<file path="src/rtl/imem_loader.sv">
// imem_loader: serial boot loader for the instruction memory.
//
// Receives a length-prefixed program image over an 8N1 UART line. The
// image is a 16-bit big-endian word count N followed by 4*N bytes. The
// bytes are packed big-endian into 32-bit words and written to the
// instruction memory at byte addresses 0, 4, 8, ... The core is held in
// reset through cpu_hold until the image is complete.
//
// Ports:
//   clk           system clock, all logic on posedge
//   rst           asynchronous active-low reset
//   uart_rx       serial input, idle high, 8N1, LSB first, async to clk
//   imem_we       single-cycle instruction-memory write strobe
//   imem_addr     byte address of the write (multiple of 4)
//   imem_wdata    word to write; first received byte in [31:24]
//   cpu_hold      high while loading; drives the core reset
//   done          image completely written (sticky until reset)
//   err           load aborted (sticky until reset)
//   words_loaded  number of words written so far
//   rx_state_dbg  receiver FSM state (debug observation)
//   ld_state_dbg  loader FSM state (debug observation)
//
// Handshake: the receiver hands bytes to the loader with byte_valid, a
// one-cycle strobe with no ready/backpressure; byte_data is valid only in
// that cycle. The loader likewise issues imem_we as a one-cycle strobe
// that the memory must accept unconditionally; imem_addr/imem_wdata are
// meaningful while imem_we is high and hold their value otherwise.
module imem_loader #(
  parameter int unsigned CLKS_PER_BIT = 868,
  parameter int unsigned MAX_WORDS    = 256
) (
  input  logic        clk,
  input  logic        rst,
  input  logic        uart_rx,
  output logic        imem_we,
  output logic [31:0] imem_addr,
  output logic [31:0] imem_wdata,
  output logic        cpu_hold,
  output logic        done,
  output logic        err,
  output logic [15:0] words_loaded,
  output logic [1:0]  rx_state_dbg,
  output logic [2:0]  ld_state_dbg
);

  localparam int unsigned CW = $clog2(CLKS_PER_BIT);
  localparam logic [CW-1:0] HALF_M1 = CW'(CLKS_PER_BIT / 2 - 1);
  localparam logic [CW-1:0] BIT_M1  = CW'(CLKS_PER_BIT - 1);
  localparam logic [15:0]   MAX_N   = 16'(MAX_WORDS);

  typedef enum logic [1:0] {
    RX_IDLE  = 2'd0,
    RX_START = 2'd1,
    RX_DATA  = 2'd2,
    RX_STOP  = 2'd3
  } rx_state_t;

  typedef enum logic [2:0] {
    LD_HDR_HI = 3'd0,
    LD_HDR_LO = 3'd1,
    LD_DATA   = 3'd2,
    LD_DONE   = 3'd3,
    LD_ERROR  = 3'd4
  } ld_state_t;

  // ---------------------------------------------------------------------
  // Two-flop synchronizer; resets to the idle line level so that reset
  // release never looks like a start bit.
  // ---------------------------------------------------------------------
  logic rx_meta;
  logic rx_sync;

  always_ff @(posedge clk or negedge rst) begin
    if (!rst) begin
      rx_meta <= 1'b1;
      rx_sync <= 1'b1;
    end else begin
      rx_meta <= uart_rx;
      rx_sync <= rx_meta;
    end
  end

  // ---------------------------------------------------------------------
  // UART receiver
  // ---------------------------------------------------------------------
  rx_state_t       rx_state;
  logic [CW-1:0]   bit_cnt;
  logic [2:0]      bit_idx;
  logic [7:0]      rx_shift;
  logic            byte_valid;
  logic [7:0]      byte_data;
  logic            frame_err;

  always_ff @(posedge clk or negedge rst) begin
    if (!rst) begin
      rx_state   <= RX_IDLE;
      bit_cnt    <= '0;
      bit_idx    <= '0;
      rx_shift   <= '0;
      byte_valid <= 1'b0;
      byte_data  <= '0;
      frame_err  <= 1'b0;
    end else begin
      byte_valid <= 1'b0;
      frame_err  <= 1'b0;
      case (rx_state)
        RX_IDLE: begin
          bit_cnt <= '0;
          bit_idx <= '0;
          if (!rx_sync) rx_state <= RX_START;
        end
        RX_START: begin
          // Re-check the line half a bit later; a high level here means
          // the falling edge was a glitch and is silently dropped.
          if (bit_cnt == HALF_M1) begin
            bit_cnt  <= '0;
            rx_state <= rx_sync ? RX_IDLE : RX_DATA;
          end else begin
            bit_cnt <= bit_cnt + 1'b1;
          end
        end
        RX_DATA: begin
          if (bit_cnt == BIT_M1) begin
            bit_cnt  <= '0;
            rx_shift <= {rx_sync, rx_shift[7:1]};
            bit_idx  <= bit_idx + 1'b1;
            if (bit_idx == 3'd7) rx_state <= RX_STOP;
          end else begin
            bit_cnt <= bit_cnt + 1'b1;
          end
        end
        RX_STOP: begin
          if (bit_cnt == BIT_M1) begin
            bit_cnt    <= '0;
            byte_valid <= rx_sync;
            frame_err  <= ~rx_sync;
            byte_data  <= rx_shift;
            rx_state   <= RX_IDLE;
          end else begin
            bit_cnt <= bit_cnt + 1'b1;
          end
        end
        default: rx_state <= RX_IDLE;
      endcase
    end
  end

  // ---------------------------------------------------------------------
  // Loader
  // ---------------------------------------------------------------------
  ld_state_t   ld_state;
  logic [7:0]  n_hi;
  logic [15:0] n_words;
  logic [23:0] asm_reg;   // first three bytes of the word in progress
  logic [1:0]  byte_cnt;
  logic [15:0] hdr_n;
  logic [15:0] next_count;

  assign hdr_n      = {n_hi, byte_data};
  assign next_count = words_loaded + 16'd1;

  always_ff @(posedge clk or negedge rst) begin
    if (!rst) begin
      ld_state     <= LD_HDR_HI;
      n_hi         <= '0;
      n_words      <= '0;
      asm_reg      <= '0;
      byte_cnt     <= '0;
      imem_we      <= 1'b0;
      imem_addr    <= '0;
      imem_wdata   <= '0;
      cpu_hold     <= 1'b1;
      done         <= 1'b0;
      err          <= 1'b0;
      words_loaded <= '0;
    end else begin
      imem_we <= 1'b0;
      case (ld_state)
        LD_HDR_HI: begin
          if (frame_err) begin
            ld_state <= LD_ERROR;
            err      <= 1'b1;
          end else if (byte_valid) begin
            n_hi     <= byte_data;
            ld_state <= LD_HDR_LO;
          end
        end
        LD_HDR_LO: begin
          if (frame_err) begin
            ld_state <= LD_ERROR;
            err      <= 1'b1;
          end else if (byte_valid) begin
            n_words <= hdr_n;
            if (hdr_n == 16'd0) begin
              ld_state <= LD_DONE;
              done     <= 1'b1;
              cpu_hold <= 1'b0;
            end else if (hdr_n > MAX_N) begin
              ld_state <= LD_ERROR;
              err      <= 1'b1;
            end else begin
              ld_state <= LD_DATA;
            end
          end
        end
        LD_DATA: begin
          if (frame_err) begin
            // Any partially assembled word is simply abandoned.
            ld_state <= LD_ERROR;
            err      <= 1'b1;
          end else if (byte_valid) begin
            asm_reg  <= {asm_reg[15:0], byte_data};
            byte_cnt <= byte_cnt + 1'b1;
            if (byte_cnt == 2'd3) begin
              imem_we      <= 1'b1;
              imem_wdata   <= {asm_reg, byte_data};
              imem_addr    <= {14'b0, words_loaded, 2'b00};
              words_loaded <= next_count;
              // Release the core on the same edge as the final write.
              if (next_count == n_words) begin
                ld_state <= LD_DONE;
                done     <= 1'b1;
                cpu_hold <= 1'b0;
              end
            end
          end
        end
        LD_DONE:  ld_state <= LD_DONE;
        LD_ERROR: ld_state <= LD_ERROR;
        default:  ld_state <= LD_ERROR;
      endcase
    end
  end

  assign rx_state_dbg = rx_state;
  assign ld_state_dbg = ld_state;

endmodule

</file>
<file path="config.mk">
export PLATFORM = sky130hd
export DESIGN_NAME = imem_loader
export DESIGN_NICKNAME = d
export VERILOG_FILES = /design/src/rtl/imem_loader.sv
export SDC_FILE = /design/constraint.sdc
export NUM_CORES = 1
export LEC_CHECK = 0
export ABC_AREA = 0
export CAP_MARGIN = 20
export CORE_ASPECT_RATIO = 1.1
export CORE_MARGIN = 2
export CORE_UTILIZATION = 35
export DETAILED_ROUTE_END_ITERATION = 8
export GPL_TIMING_DRIVEN = 0
export PLACE_DENSITY = 0.58
export SETUP_SLACK_MARGIN = 0.2
export SLEW_MARGIN = 30
export SYNTH_ARGS = -nofsm -noshare
export SYNTH_HDL_FRONTEND = slang
export SYNTH_SLANG_ARGS = --single-unit
</file>
<file path="constraint.sdc">
create_clock -name clk -period 3.3 [get_ports clk]
set_clock_uncertainty 0.1 [all_clocks]
set_input_delay 0.99 -clock clk [delete_from_list [all_inputs] [get_ports clk]]
set_output_delay 0.99 -clock clk [all_outputs]
set_load 0.005 [all_outputs]
</file>
Word level (Yosys, flattened, before mapping):

Cells that the tools add are included.

* register bits after elaboration: 156
* memories: 0
* memory bits (read-only): 0
* bits in latches: 0
* memory bits (writable): 0
* input port bits: 3

* divide/modulo/power cells: 0
* add/subtract/negate cells: 4
* eq/ne operators: 31
* multipliers: 0
* reductions and logical operators: 19
* multiplexer cells: 53
* order comparisons: 1
* shift operators: 0
* bitwise gates (word level): 2

Operators by type and width (count)
* $mux W3: 11
* $pmux W10 S3: 1
* $mux W1: 27
* $ne A2 B2 Y1 const B: 12
* $ne A3 B3 Y1 const B: 7
* $mux W10: 2
* $add A16 B1 Y16 const B: 1
* $eq A16 B16 Y1: 1
* $gt A16 B9 Y1 const B: 1
* $logic_not A16 Y1: 1
* $reduce_and A5 Y1: 3
* $mux W2: 6
* $pmux W3 S4: 1
* $add A10 B1 Y10 const B: 1
* $eq A10 B10 Y1 const B: 1
* $eq A10 B9 Y1 const B: 1
* $reduce_and A3 Y1: 3
* $pmux W2 S4: 1
* $reduce_and A8 Y1: 1
* $eq A2 B2 Y1 const B: 3
* $eq A3 B2 Y1 const B: 2
* $pmux W1 S2: 3
* $pmux W3 S2: 1
* $reduce_and A2 Y1: 3
* other kinds (12): 16

Longest topological paths before layout:

Gate-level depths: netlist of the first run.

* depth in word-level cells: 7
* mapped depth: 8

Worst setup path after synthesis of the first run:

OpenSTA, ideal clock, no wires.

* path kind: register to register
* start: register words_loaded[0]
* end: register done
* data arrival time: 1862 ps
* clock period less this slack: 2086 ps
* path slack: 1214 ps
* path buffers: 0
* cell stages (with the launch flop): 7
* data required time: 3076 ps
* cells stage by stage: dfrtp_1 -> ha_1 -> and3_1 -> nor4_1 -> or3_1 -> and4_1 -> a211o_1

* longest elaborated chain between the ends: 4

RTL lines
* from (decl): RTL line 41 `output logic [15:0] words_loaded,`
* from (signal assigned): RTL line 218 `words_loaded <= next_count;`
* $add A16 B1 Y16: RTL line 160 `assign next_count = words_loaded + 16'd1;`
* $eq A16 B16 Y1: RTL line 220 `if (next_count == n_words) begin`
* $ne A2 B2 Y1 (no line)
* $reduce_and A8 Y1 (no line)
* to (signal assigned): RTL line 173 `done <= 1'b0;`
* to (signal assigned): RTL line 196 `done <= 1'b1;`
* to (signal assigned): RTL line 222 `done <= 1'b1;`
* to (decl): RTL line 39 `output logic done,`

Every way passes these cells.
A chain may end at the register's enable or synchronous reset.

Worst setup path after layout of the first run:

* start: register words_loaded[12]
* end: output words_loaded[12]

No word-level cell between the ends.

==> flow_summary_export.csv, run 1 <==
group,metric,value,unit
status,status,"finished clean",
pwr,clkPwrFrac,52.8,%
place,portBuffers,75,
synthesis,synth_top_area_share,54.83,%
layout,utilization,44.65,%
layout,final_nets,755,
layout,finalNonFillerCells,1011,
routing,drt-total-wl,15.22,mm
floorplan,die_y,152.1,um
synthesis,ys_seq_area_share,55.96,%
synthesis,synth.area.top_cells,"dfrtp_1 (55%), mux2_2 (11%), nand2_1 (9.1%)",
timing,final_max_slew_viol_count,0,
timing,relSlewSlack,51.50,%
synthesis,yosys_warnings,0,
critical_path,critPathCapture,"words_loaded[12]",
place,dpl_cell_area,8138,sq um
place,dp_hpwl,10.89,mm
critical_path,rr_endpoint,"done$_DFFE_PN0P_",
grt,antenna_found_initial,0,
min_path,hp-class,"reg2reg",
critical_path,required,2210,ps
timing,max_freq,379.6,MHz
pwr,power_density,476.0,nW/um^2
pwr,power_switching,0.8362,mW
synthesis,netlist_instances,636,
clock_tree,htree_levels,4,
timing,finalCritPeriodShare,79.82,%
pwr,p_leak,4.393,nW
clock_tree,clk_transition_reported_paths,60,ps
grt,grt_usage,15.01,%
grt,grt_pass1_vias,5053,
place,post-place-ws,945.7,ps
critical_path,crit_path_end_kind,"primary output",
critical_path,cp_cell_sequence,"clkdlybuf4s50_1",
routing,drtAntennaViolNets,0,
clock_tree,clock_path_buffers,2,
synthesis,ys.flop_type,"dfrtp_1",
synthesis,ys_seq_elements,156,
critical_path,cp.depth,1,
timing,post-route-min-period,2634,ps
timing,finalWorstSetupSlack,665.9,ps
layout,largest_register_ffs,32,
pwr,max-vdd-ir-drop,0.0003689,V
floorplan,row_count,54,
critical_path,path_max_fanout,6,
layout,design_area,8808,sq um
critical_path,crit_buf_inv,1,
critical_path,critPathSlowestCell,"clkdlybuf4s50_1",
synthesis,syn_area_per_cell,10.98,sq um
synthesis,synth_area,6983,sq um
critical_path,crit_path_max_incr_delay,570,ps
floorplan,coreArea,19730,sq um
floorplan,die_w,138.7,um
pwr,pwr-share-comb,1.5,%
pwr,p_int,3.357,mW
timing,hold_viol,0,
critical_path,cp.arrival,1540,ps
routing,post_drt_via_cell_ratio,4.755,
grt,grt_pass1_wl,25.62,mm
pwr,total_power,4.193,mW
clock_tree,cts_hold_buf,0,
synthesis,post_synth_num_cell_types,60,
grt,grt_max_degree,85,
routing,drc,0,
critical_path,crit-reg2reg-launch,"words_loaded[0]$_DFFE_PN0P_",
timing,rsz0062_at_grt,"false",
pwr,seq_power_share,45.7,%
layout,multi_input_area,2841,sq um
clock_tree,post_cts.repair.setup_buffers,0,
layout,diodes,0,
routing,routedWlPerCell,15.05,um
critical_path,critical_path_class,"reg2out",
floorplan,dieArea,21100,sq um
clock_tree,cts_buffers,17,
synthesis,async_flop_share,100.0,%
routing,dr.pass1.iters,4,
clock_tree,cts_sinks,156,
critical_path,startpoint,"words_loaded[12]$_DFFE_PN0P_",
synthesis,synth_edf_count,0,
place,place_congestion,0.8106,
critical_path,rr_worst_depth,6,
grt,grt.overflow.total,0,
critical_path,cp-start-kind,"flop",
timing,finalSetupViolations,0,
layout,nFillCells,1841,
clock_tree,cts_tree,"done",
clock_tree,clkLatencyLatePin,420,ps
critical_path,rrSetupSlack,940,ps
floorplan,initial_core_util,35.39,%
layout,syn_to_final_growth,26.14,%
layout,seq_area,3908,sq um
job,drv_cap,0,
clock_tree,cts_root_buffer,"clkbuf_16",
clock_tree,cts_resized,0,
routing,vias,4807,
layout,drive_above_1_share,19.50,%
synthesis,synth_area_leader_cell,"dfrtp_1",
routing,drt_iter0_markers,303,
timing,tightest_slew,727.4,ps
place,dp_cells,979,
critical_path,cp_top_family,"buffers and inverters",
pwr,swShare,19.94,%
floorplan,io_pins,92,
## synthesized netlist by cell type (all sizes together), types with 4 or more instances
cell / count
a21oi: 6
and3: 5
buf: 34
clkbuf: 10
dfrtp: 153
ha: 6
inv: 7
mux2: 66
nand2: 171
nand2b: 4
nand3: 15
nand4: 10
nor2: 26
nor2b: 4
nor3: 11
nor4: 7
o21ai: 7
xnor2: 23
xor2: 19
## worst min-delay path by stage
stage	start	endpoint	slack, ps	cells after the start
after floorplan	rx_meta$_DFF_PN1_	rx_sync$_DFF_PN1_	250	0
after global placement	rx_meta$_DFF_PN1_	rx_sync$_DFF_PN1_	250	0
after detailed placement	rx_meta$_DFF_PN1_	rx_sync$_DFF_PN1_	250	0
after CTS	rx_meta$_DFF_PN1_	rx_sync$_DFF_PN1_	260	0
after global routing	rx_meta$_DFF_PN1_	rx_sync$_DFF_PN1_	260	0
final	rx_meta$_DFF_PN1_	rx_sync$_DFF_PN1_	260	0
## routing by layer
metal	global-route usage, %	vias to the layer above	wire [um]
li1	-	2328	-
met1	19.31	2353	6949
met2	24.96	99	7431
met3	3.331	27	554
met4	5.580	0	281
met5	0	-	0
## placed cells by master (no fill, tap or decap), types with 4 or more instances in the layout
cell / count
nor3_1: 8
nor4_1: 7
mux2_2: 66
conb_1: 16
bufinv_16: 6
nand4_1: 10
xor2_1: 19
o21ai_0: 6
and3_1: 5
buf_4: 19
a21oi_1: 6
nand3_1: 13
dfrtp_1: 153
nor2b_1: 4
clkdlybuf4s50_1: 74
nor2_1: 26
clkbuf_16: 17
xnor2_1: 23
buf_2: 10
nand2_1: 170
ha_1: 6
inv_1: 6
clkbuf_1: 11
## power groups by stage
stage	Combinational, mW	Sequential, mW	Clock [mW]
floorplan	0.0180	1.95	0
global route	0.0716	1.91	2.35
detailed placement	0.0639	1.95	0
CTS	0.0637	1.92	2.26
global placement	0.0572	1.95	0
finish	0.0613	1.92	2.22
## stage by stage
step | hold WS [ps] | setup TNS [ps]
finish | 256.3 | 0
floorplan | 245.2 | 0
CTS | 258.5 | 0
detailed placement | 249.4 | 0
global route | 263.3 | 0
global placement | 247.5 | -759780
## area by class of cell
type                       count  area share, %
multi-input combinational    444          32.26
buffer                        44          2.997
clock inverter                14          2.741
tap                          252          3.580
inverter                       7         0.2983
timing repair buffer          76          8.892
clock buffer                  18          4.872
sequential                   156          44.36
## logic make-up (layout without fill, tap and decap cells)
group / count (synthesis) / in the layout / synth area share (%)
XOR/XNOR: 43 / 43 / 5.608
AO/OA/AOI/OAI: 38 / 38 / 3.709
multiplexers: 66 / 66 / 10.64
flip-flops: 156 / 156 / 55.96
buffers and inverters: 51 / 159 / 4.157
other: 1 / 16 / 0.05370
adder cells (fa/ha/maj): 6 / 6 / 1.075
AND/OR/NAND/NOR: 275 / 275 / 18.80
No activity file was read; power rests on OpenSTA's default activity.
==> run 2, diff against run 1 <==
--- a/config.mk
+++ b/config.mk
@@ -12,7 +12,7 @@
 export CORE_UTILIZATION = 35
 export DETAILED_ROUTE_END_ITERATION = 8
 export GPL_TIMING_DRIVEN = 0
-export PLACE_DENSITY = 0.58
+export PLACE_DENSITY = 0.6
 export SETUP_SLACK_MARGIN = 0.2
 export SLEW_MARGIN = 30
 export SYNTH_ARGS = -nofsm -noshare
==> constraint.sdc (replaced) <==
create_clock -name clk -period 2.33 [get_ports clk]
set_clock_uncertainty 0.1 [all_clocks]
set_input_delay 0.699 -clock clk [delete_from_list [all_inputs] [get_ports clk]]
set_output_delay 0.699 -clock clk [all_outputs]
set_load 0.005 [all_outputs]
==> flow_summary_export.csv, run 2 (synthesis gave the netlist of run 1 again) <==
group,metric,value,unit
status,status,"finished clean",
timing,hold_viol,0,
grt,grt.overflow.total,0,
clock_tree,clock_path_buffers,2,
layout,seq_area,3918,sq um
place,dp_cells,979,
timing,tightest_slew,567.8,ps
critical_path,rr_endpoint,"done$_DFFE_PN0P_",
timing,relSlewSlack,62.15,%
timing,final_max_slew_viol_count,0,
routing,drt-total-wl,15.19,mm
layout,multi_input_area,2919,sq um
critical_path,cp-start-kind,"flop",
floorplan,row_count,54,
routing,drt_iter0_markers,272,
timing,max_freq,472.4,MHz
layout,drive_above_1_share,25.22,%
floorplan,initial_core_util,35.39,%
layout,diodes,0,
timing,finalCritPeriodShare,90.86,%
place,dpl_cell_area,8138,sq um
layout,largest_register_ffs,32,
pwr,max-vdd-ir-drop,0.0005467,V
clock_tree,clkLatencyLatePin,420,ps
routing,dr.pass1.iters,4,
routing,routedWlPerCell,14.70,um
layout,layout_common_cells,"nand2_1 (169), dfrtp_1 (145), mux2_2 (66)",
job,drv_cap,0,
floorplan,dieArea,21100,sq um
clock_tree,cts_sinks,156,
critical_path,crit_path_end_kind,"flop",
place,dp_hpwl,10.49,mm
critical_path,critical_path_class,"reg2reg",
routing,vias,4870,
critical_path,required,2540,ps
floorplan,die_y,152.1,um
layout,design_area,9075,sq um
routing,post_drt_via_cell_ratio,4.714,
floorplan,die_w,138.7,um
clock_tree,clk_transition_reported_paths,60,ps
layout,layout_commonest_cell,"nand2_1",
layout,finalNonFillerCells,1033,
critical_path,rrSetupSlack,210,ps
min_path,hp-class,"in2async",
place,place_congestion,0.7967,
grt,grt_pass1_vias,4819,
timing,finalSetupViolations,0,
routing,drc,0,
grt,antenna_found_initial,0,
critical_path,path_max_fanout,8,
layout,final_nets,777,
critical_path,crit-reg2reg-launch,"words_loaded[3]$_DFFE_PN0P_",
floorplan,coreArea,19730,sq um
grt,grt_pass1_wl,25.47,mm
routing,drtAntennaViolNets,0,
place,portBuffers,75,
layout,nFillCells,1906,
critical_path,rr_worst_depth,7,
clock_tree,htree_levels,4,
timing,finalSetupTns,0,ps
pwr,p_leak,4.829,nW
floorplan,io_pins,92,
clock_tree,cts_tree,"done",
grt,grt_max_degree,85,
timing,post-route-min-period,2117,ps
clock_tree,cts_buffers,17,
place,post-place-ws,-58.06,ps
timing,finalWorstSetupSlack,213.0,ps
clock_tree,cts_root_buffer,"clkbuf_16",
critical_path,cp.arrival,2330,ps
layout,syn_to_final_growth,29.96,%
timing,rsz0062_at_grt,"true",
pwr,power_density,629.3,nW/um^2
grt,grt_usage,15.07,%
[run 2: critical path, cell delays in order (launching register included)]
cell and delay [ps]:
dfrtp_1 360, buf_4 180, nand4_1 200, o311a_1 330, a31oi_1 210, a211oi_1 70, and4_1 250, a211o_1 300
[run 2: where the power goes]
| part | internal [mW] | leakage, nW | switching (mW) |
|---|---|---|---|
| clock network | 1.85 | 0.310 | 1.06 |
| logic | 0.0255 | 2.38 | 0.0615 |
| registers | 2.71 | 2.14 | 0.00123 |
[run 2: worst max path at each step]
stage          cells past startpoint  slack [ps]                   startpoint                            to
2_1_floorplan                      6         240  words_loaded[0]$_DFFE_PN0P_              done$_DFFE_PN0P_
3_3_place_gp                       1       -6020                          rst  words_loaded[10]$_DFFE_PN0P_
3_5_place_dp                       6         -60  words_loaded[0]$_DFFE_PN0P_              done$_DFFE_PN0P_
4_1_cts                            7         160  words_loaded[7]$_DFFE_PN0P_              done$_DFFE_PN0P_
5_1_grt                            8         130  words_loaded[8]$_DFFE_PN0P_              done$_DFFE_PN0P_
6_report                           7         210  words_loaded[3]$_DFFE_PN0P_              done$_DFFE_PN0P_
[run 2: timing repair]
action / 4_1_cts / 5_1_grt
endpoints found under the setup margin: 68 / 58
gates resized for setup: 27 / 41
pin swaps: 2 / 7
buffers inserted: 11 / 11
hold buffers: 0 / 0
[run 2: final cells by class]
| class | instances | area share, % |
|---|---|---|
| Multi-Input combinational cell | 444 | 32.17 |
| Clock inverter | 6 | 1.158 |
| Timing Repair Buffer | 98 | 10.80 |
| Inverter | 7 | 0.3447 |
| Tap cell | 252 | 3.474 |
| Clock buffer | 26 | 5.722 |
| Sequential cell | 156 | 43.17 |
| Buffer | 44 | 3.171 |
[run 2: through the flow]
| step | hold WS (ps) | total power, mW | utilization (%) |
|---|---|---|---|
| after CTS | 160.8 | 5.767 | 44.97 |
| after floorplan | 245.2 | 2.789 | - |
| after global placement | 247.1 | 2.849 | 41.08 |
| after detailed placement | 247.0 | 2.854 | 41.25 |
| after global routing | 182.8 | 5.886 | 46.00 |
| final | 152.3 | 5.711 | 46.00 |
[run 2: routing by layer]
metal  part of all wire [%]  track usage [%]  vias up
li1                       -                -     2378
met1                     46            19.92     2389
met2                     50            24.89       87
met3                    3.1            3.300       16
met4                    1.4            4.810        0
met5                      0                0        -
